==> src/rtl/mips_pkg.sv <==
// Shared definitions for the fetch/decode front end.
package mips_pkg;

    localparam logic [31:0] NOP_INST         = 32'h0000_0000;
    localparam logic [31:0] RESET_PC_DEFAULT = 32'h0000_0000;

    typedef enum logic {
        FETCH_REQ  = 1'b0,
        FETCH_HOLD = 1'b1
    } fetch_state_t;

    // Sequential PC step; wraps modulo 2^32.
    function automatic logic [31:0] pc_inc(input logic [31:0] pc);
        return pc + 32'd4;
    endfunction

endpackage

==> src/rtl/ifid_reg.sv <==
// Pipeline register carrying {instruction, PC+4, valid} into decode.
// flush wins over stall; a flush loads a NOP with valid cleared but keeps
// the supplied PC+4 so decode always sees a coherent PC.
module ifid_reg
    import mips_pkg::*;
(
    input  logic        clk,
    input  logic        reset,
    input  logic        flush,
    input  logic        stall,
    input  logic [31:0] inst_next,
    input  logic [31:0] pc_plus_4_next,
    input  logic        valid_next,
    output logic [31:0] inst,
    output logic [31:0] pc_plus_4,
    output logic        valid
);

    // Register update: reset, then flush, then stall, then load.
    always_ff @(posedge clk) begin
        if (!reset) begin
            inst      <= NOP_INST;
            pc_plus_4 <= 32'h0000_0000;
            valid     <= 1'b0;
        end else if (flush) begin
            inst      <= NOP_INST;
            pc_plus_4 <= pc_plus_4_next;
            valid     <= 1'b0;
        end else if (!stall) begin
            inst      <= inst_next;
            pc_plus_4 <= pc_plus_4_next;
            valid     <= valid_next;
        end
    end

endmodule

==> src/rtl/fetch_stage.sv <==
// Instruction fetch with a variable-latency instruction memory.
//
//   state      | meaning
//   -----------+-----------------------------------------------------------
//   FETCH_REQ  | request at pc_f outstanding, address held until imem_ready
//   FETCH_HOLD | word captured in hold_inst while decode is stalled; no request
//
// A redirect arriving while a request is outstanding is parked in redir_pc
// and applied when the in-flight word returns; that word is then dropped.
module fetch_stage
    import mips_pkg::*;
#(
    parameter logic [31:0] RESET_PC = RESET_PC_DEFAULT
) (
    input  logic        clk,
    input  logic        reset,
    input  logic        pc_src_D,
    input  logic [31:0] next_br_D,
    input  logic        stall_F,
    input  logic        stall_D,
    input  logic        flush_D,
    output logic        imem_req,
    output logic [31:0] imem_addr,
    input  logic [31:0] imem_rdata,
    input  logic        imem_ready,
    output logic [31:0] inst_D,
    output logic [31:0] PC_plus_4_D,
    output logic        valid_D,
    output logic        imem_busy_F
);

    fetch_state_t state, state_next;
    logic [31:0]  pc_f;
    logic [31:0]  pc_f_plus_4;
    logic [31:0]  hold_inst;
    logic [31:0]  redir_pc;
    logic         redir_pending;
    logic         completion;
    logic         redir_acc;
    logic         deliver;
    logic [31:0]  deliver_inst;

    assign pc_f_plus_4 = pc_inc(pc_f);
    assign completion  = (state == FETCH_REQ) && imem_ready;
    assign redir_acc   = pc_src_D && !stall_D;
    assign imem_addr   = pc_f;
    assign imem_busy_F = imem_req && !imem_ready;

    // State register.
    always_ff @(posedge clk) begin
        if (!reset) begin
            state <= FETCH_REQ;
        end else begin
            state <= state_next;
        end
    end

    // Next-state: park a completed word only when decode cannot take it.
    always_comb begin
        state_next = state;
        case (state)
            FETCH_REQ: begin
                if (completion && !redir_acc && !redir_pending && stall_F) begin
                    state_next = FETCH_HOLD;
                end
            end
            FETCH_HOLD: begin
                if (redir_acc || !stall_F) begin
                    state_next = FETCH_REQ;
                end
            end
            default: state_next = FETCH_REQ;
        endcase
    end

    // Outputs: memory request and the instruction handed to IF/ID.
    always_comb begin
        imem_req     = (state == FETCH_REQ);
        deliver      = 1'b0;
        deliver_inst = NOP_INST;
        case (state)
            FETCH_REQ: begin
                deliver      = completion && !redir_acc && !redir_pending && !stall_F;
                deliver_inst = imem_rdata;
            end
            FETCH_HOLD: begin
                deliver      = !redir_acc && !stall_F;
                deliver_inst = hold_inst;
            end
            default: begin
                deliver      = 1'b0;
                deliver_inst = NOP_INST;
            end
        endcase
    end

    // PC, hold buffer and parked redirect.
    always_ff @(posedge clk) begin
        if (!reset) begin
            pc_f          <= RESET_PC;
            hold_inst     <= NOP_INST;
            redir_pending <= 1'b0;
            redir_pc      <= 32'h0000_0000;
        end else if (state == FETCH_REQ) begin
            if (completion) begin
                if (redir_acc) begin
                    pc_f <= next_br_D;
                end else if (redir_pending) begin
                    pc_f <= redir_pc;
                end else if (!stall_F) begin
                    pc_f <= pc_f_plus_4;
                end else begin
                    hold_inst <= imem_rdata;
                end
                redir_pending <= 1'b0;
            end else if (redir_acc) begin
                redir_pending <= 1'b1;
                redir_pc      <= next_br_D;
            end
        end else begin
            if (redir_acc) begin
                pc_f <= next_br_D;
            end else if (!stall_F) begin
                pc_f <= pc_f_plus_4;
            end
        end
    end

    ifid_reg u_ifid_reg (
        .clk            (clk),
        .reset          (reset),
        .flush          (flush_D),
        .stall          (stall_D),
        .inst_next      (deliver ? deliver_inst : NOP_INST),
        .pc_plus_4_next (pc_f_plus_4),
        .valid_next     (deliver),
        .inst           (inst_D),
        .pc_plus_4      (PC_plus_4_D),
        .valid          (valid_D)
    );

endmodule

==> config.mk <==
export PLATFORM = sky130hd
export DESIGN_NAME = fetch_stage
export DESIGN_NICKNAME = d
export VERILOG_FILES = /design/src/rtl/mips_pkg.sv /design/src/rtl/ifid_reg.sv /design/src/rtl/fetch_stage.sv
export SDC_FILE = /design/constraint.sdc
export NUM_CORES = 1
export LEC_CHECK = 0
export ABC_AREA = 1
export BUFFER_PORTS_ARGS = -buffer_cell sky130_fd_sc_hd__buf_2
export CORE_AREA = 5 5 168 170
export DETAILED_ROUTE_END_ITERATION = 10
export DIE_AREA = 0 0 173 175
export PLACE_DENSITY = 0.57
export SLEW_MARGIN = 20
export SYNTH_ARGS = -nofsm -noshare
export SYNTH_HDL_FRONTEND = slang
export SYNTH_SLANG_ARGS = --single-unit
==> constraint.sdc <==
create_clock -name clk -period 1.6 [get_ports clk]
set_input_delay 0.16 -clock clk [delete_from_list [all_inputs] [get_ports clk]]
set_output_delay 0.16 -clock clk [all_outputs]
set_load 0.01 [all_outputs]
# After elaboration in Yosys (flattened, before gate mapping)
# Index checks and enable logic that the tools add are counted.
[classes] n_reduce_logical=20 eq_ne=1 mux=16 addsub=1 bitwise=5
[op_table] operator="2-to-1 mux 32 bit" n=9
[op_table] operator="one-hot mux 32 bit (2 select lines)" n=1
[op_table] operator="adder 32 x 3 -> 32 bit, second input constant" n=1
[op_table] operator="logical AND 1 bit" n=8
[op_table] operator="logical NOT 1 bit" n=5
[op_table] operator="inverter 1 bit" n=5
[op_table] operator="AND reduction 5 bit" n=1
[op_table] operator="2-to-1 mux 1 bit" n=4
[op_table] operator="one-hot mux 1 bit (2 select lines)" n=2
[op_table] operator="nonzero test 2 bit" n=2
[op_table] operator="AND reduction 3 bit" n=1
[op_table] operator="!= test 2 x 1 -> 1 bit, second input constant" n=1
[op_table] operator="AND reduction 2 bit" n=1
[op_table] operator="OR reduction 2 bit" n=1
[op_table] operator="logical OR 1 bit" n=1
[word_totals] word_cells=51 output_inout_bits=99 register_bits=163

# Logic depth before layout (Yosys ltp)
[depth] word_depth=8 mapped_depth=11

# Modules after synthesis
# From an unflattened synthesis, not the netlist that was laid out.
[hier_totals] cells_unflattened=1278 hier_area_um2=8276.7
[by_module_without_submodules] mod="fetch_stage" cells_per_inst=927 area_each_um2=5785.5 seq_area_each_um2=1961.9 n_inst=1
[by_module_without_submodules] mod="ifid_reg" cells_per_inst=351 area_each_um2=2491.1 seq_area_each_um2=1301.2 n_inst=1

# Least setup slack after synthesis
# No wires, ideal clock.
[synth_path] path_kind="register to register" start="reg pc_f[2] (netlist: imem_addr[2])" end="reg u_ifid_reg.pc_plus_4[26]" t_arrival_ns=1.488 setup_ns=0.116 path_buffers=0 path_stages_with_launch=11 slack_ns=-0.004 cell_sequence="dfxtp_1 ha_1 nand2_1 nor2_2 nand2_2 nor2_2 nand2_1 nand2_1 nand3_1 o211ai_1 inv_1"
[synth_via] elab_chain_len=3
[synth_rtl] element="start, declared" line_no="fetch_stage.sv:33" rtl="logic [31:0] pc_f;"
[synth_rtl] element="start signal, assigned" line_no="fetch_stage.sv:107" rtl="pc_f <= next_br_D;"
[synth_rtl] element="start signal, assigned" line_no="fetch_stage.sv:109" rtl="pc_f <= redir_pc;"
[synth_rtl] element="start signal, assigned" line_no="fetch_stage.sv:111" rtl="pc_f <= pc_f_plus_4;"
[synth_rtl] element="adder 32 x 3 -> 32 bit *" line_no="mips_pkg.sv:14" rtl="return pc + 32'd4;"
[synth_rtl] element="2-to-1 mux 32 bit" line_no="ifid_reg.sv:29" rtl="end else if (!stall) begin"
[synth_rtl] element="2-to-1 mux 32 bit *" line_no="ifid_reg.sv:25" rtl="end else if (flush) begin"
[synth_rtl] element="end signal, assigned" line_no="ifid_reg.sv:27" rtl="pc_plus_4 <= pc_plus_4_next;"
[synth_rtl] element="end signal, assigned" line_no="ifid_reg.sv:31" rtl="pc_plus_4 <= pc_plus_4_next;"
[synth_rtl] element="end, declared" line_no="ifid_reg.sv:15" rtl="output logic [31:0] pc_plus_4,"
# Mark *: on every way between the ends. The rest lies on a longest branch, timed or not. The select of a mux whose other input is x is not followed.
# A chain may end at the register's enable or synchronous reset.

# Worst setup path after layout
[layout_path] start="reg pc_f[3] (netlist: imem_addr[3])" end="reg pc_f[17] (netlist: imem_addr[17])"
[layout_via] elab_chain_len=6 word_cells_on_any_way=7 classes_between="add/sub (1); mux (6)"
[layout_rtl] element="adder 32 x 3 -> 32 bit *" line_no="mips_pkg.sv:14"
[layout_rtl] element="2-to-1 mux 32 bit *" line_no="fetch_stage.sv:110, fetch_stage.sv:123"
[layout_rtl] element="2-to-1 mux 32 bit" line_no="fetch_stage.sv:108" rtl="end else if (redir_pending) begin"
[layout_rtl] element="2-to-1 mux 32 bit" line_no="fetch_stage.sv:106" rtl="if (redir_acc) begin"
[layout_rtl] element="2-to-1 mux 32 bit" line_no="fetch_stage.sv:105" rtl="if (completion) begin"
[layout_rtl] element="2-to-1 mux 32 bit *" line_no="fetch_stage.sv:104" rtl="end else if (state == FETCH_REQ) begin"
# Marks and branches as above.

==> metrics <==
status complete, no violations; Synth area leader dfxtp_1; # DRC 0; Area growth syn-to-layout 37.4%; power per cell area 955 mW/mm^2; initial core utilization 0.294; vias in the first global route 8035; max cap viols 0; I/O pins 170; maximum VDD drop 559 uV; met2 global-route usage 0.287; CTS sink count 163; critical path data required time 1.96 ns; drt first pass iters 5; die height 175 microns; final hold viol count 0; I/O Buffers 169; Final ANT Viol Nets 0; EDFF count, synth 0; Post-synth top cells nand2_1 (313), dfxtp_1 (163), o21ai_0 (132); mux cell area share after synthesis 0; min-delay worst type input pin to flop; Final setup viols 0; ranking of synthesized cells by area dfxtp_1 (42%), nand2_1 (15%), o21ai_0 (8.5%), a21oi_1 (8.0%), inv_1 (5.4%); mapped cell area 0.00781 sq mm; Slew Viols, Final 0; flops & latches, synth 163; post-DP HPWL 18900 microns; area share of fa/ha/maj cells after synthesis 0.00160; simple-gate share of the synthesized area 0.237; Hold WS 0.00805 ns; Yosys top cell area share 0.418; complex-gate fraction of the synthesized area 0.229; Max FO, Critical Path 5; total grt overflow 0; nets 1459; routability cong. 0.875; Rel. slew slack 0.521; Netlist cell types 37; Cells after Synth 1143; Crit Path Category flop to flop; fin util 0.404; total track usage 0.171; Num CTS Buffers 17; Final WS setup 0.0107 ns; Worst Setup End Kind flop; fraction of registers with async set/reset 0; layout cells sized above 1 0.262; YS warnings 0; die area 0.0303 sq mm; row cnt 60; Final Cycle Share 0.993; largest net degree at the start of global routing 76; unrepaired setup endpoints after global routing true; placeable core area 0.0266 sq mm; crit path launch type flop; top-count cell post-synth nand2_1; CTS H-tree lvls 4; post-synthesis xor/xnor area fraction 0.0146; CTS tree yes; initial antenna violation count 3; Die Width 173 microns; post-layout min period 1.59 ns; register area share after synthesis 0.418; global-route wire length before repair 42500 microns; Top FF cell, synth dfxtp_1; clock buffer depth 2; clk_lat worst skew 0.43 ns; worst-case clock skew 0.0157 ns; GR peak layer met2; GR Layer Usage met3 0.0424; Syn Area/Cell 6.83 sq um; drt wl/cell 15.3 microns; FMAX 629 MHz; Lkg Pwr 4.83 nW; worst slack, placed -0.115 ns; main combinational cell family by area after synthesis simple AND/OR/NAND/NOR gates; Worst Max-Slew Pin Slew 0.719 ns; Data arrival, critical path 1.95 ns; DR vias/cell 4.78; Post-Syn Nets 1215; vias 8319; WL final 26700 microns; GRT met1 Usage 0.225; Clk pin slew, worst setup/hold paths 0.07 ns; CTS Root Cell clkbuf_16; initial DRC count 678
[state kept, by name, summed over array words and instances (netlist names)]
register and cells:
u_ifid_reg.inst 32, u_ifid_reg.valid 1, state 1, redir_pc 32
u_ifid_reg.pc_plus_4 32, imem_addr 32, redir_pending 1, hold_inst 32
[where the power goes]
| part | total (W) | internal [W] | switching [W] |
|---|---|---|---|
| logic | 0.00161 | 0.000672 | 0.000941 |
| registers | 0.00444 | 0.00429 | 0.000154 |
| clock network | 0.00420 | 0.00243 | 0.00177 |
| total | 0.0102 | 0.00738 | 0.00286 |
[stage by stage]
| stage | power [W] | setup TNS (ns) | instances | cell area [sq um] |
|---|---|---|---|---|
| 2_1_floorplan | 0.00535 | 0 | 1143 | 7810 |
| 3_3_place_gp | 0.00600 | -0.141 | 1659 | 9400 |
| 3_5_place_dp | 0.00601 | -1.08 | 1659 | 9400 |
| 4_1_cts | 0.0103 | 0 | 1737 | 10500 |
| 5_1_grt | 0.0107 | -0.699 | 1740 | 10700 |
| 6_report | 0.0102 | 0 | 1741 | 10700 |
[layout make-up]
type / instances / area [sq um]
fillers: 2818 / 15800
well taps: 341 / 427
multi-input cells: 790 / 3980
repair buffers: 295 / 2000
flip-flops and latches: 163 / 3280
clock inverters: 11 / 128
clock buffers: 20 / 467
inverters: 120 / 453
diodes: 1 / 2.50
[cells in the final DEF (no fill, tap or decap), types with 6 or more instances in the layout]
cell type      instances
dfxtp_1              150
nand3_2                6
o21bai_1              10
nor2_4                11
nor2_2                15
a21oi_1              120
nand2_1              299
buf_12                 6
o211ai_1              27
dlygate4sd3_1         44
dfxtp_2               12
nand3_1               38
inv_1                112
inv_2                  7
xor2_1                 6
buf_2                169
clkbuf_16             17
nand2_4                7
o21ai_0              129
a211oi_1               7
a22oi_1               12
buf_4                 71
nor2_1                61
nand2_2               10
[worst max-delay path, cell delays in order (launching register included)]
cell	delay (ns)
dfxtp_2	0.36
buf_6	0.11
nand2_4	0.05
nor2_4	0.17
nand2_4	0.11
buf_6	0.13
nor2_4	0.17
xor2_1	0.20
nand2_1	0.07
a21oi_1	0.15
[repair_timing]
action,4_1_cts,5_1_grt
buffers inserted,3,3
pin swaps,2,14
hold buffers,44,0
resized for setup,15,63
endpoints found under the hold margin,44,0
endpoints found under the setup margin,25,70
[routing by layer]
metal,share of wire,vias to the layer above
li1,-,4200
met1,0.46,3833
met2,0.46,253
met3,0.064,27
met4,0.013,6
met5,0.0015,-
[logic make-up after synthesis]
family | Yosys count
AO/OA/AOI/OAI | 324
XOR/XNOR | 13
adder cells (fa/ha/maj) | 1
buffers and inverters | 190
flip-flops | 163
AND/OR/NAND/NOR | 452
[worst paths after layout]
path                                   from                         end  slack (ns)  cells after the start
setup / recovery  imem_addr[3]$_SDFFE_PN0P_  imem_addr[17]$_SDFFE_PN0P_        0.01                      9
hold / removal               imem_rdata[13]  hold_inst[13]$_SDFFE_PN0P_       0.008                      3
setup reg to reg  imem_addr[3]$_SDFFE_PN0P_  imem_addr[17]$_SDFFE_PN0P_        0.01                      9
hold reg to reg    redir_pc[4]$_SDFFE_PN0P_    redir_pc[4]$_SDFFE_PN0P_        0.45                      2
Power figures use the tool's default switching activity.
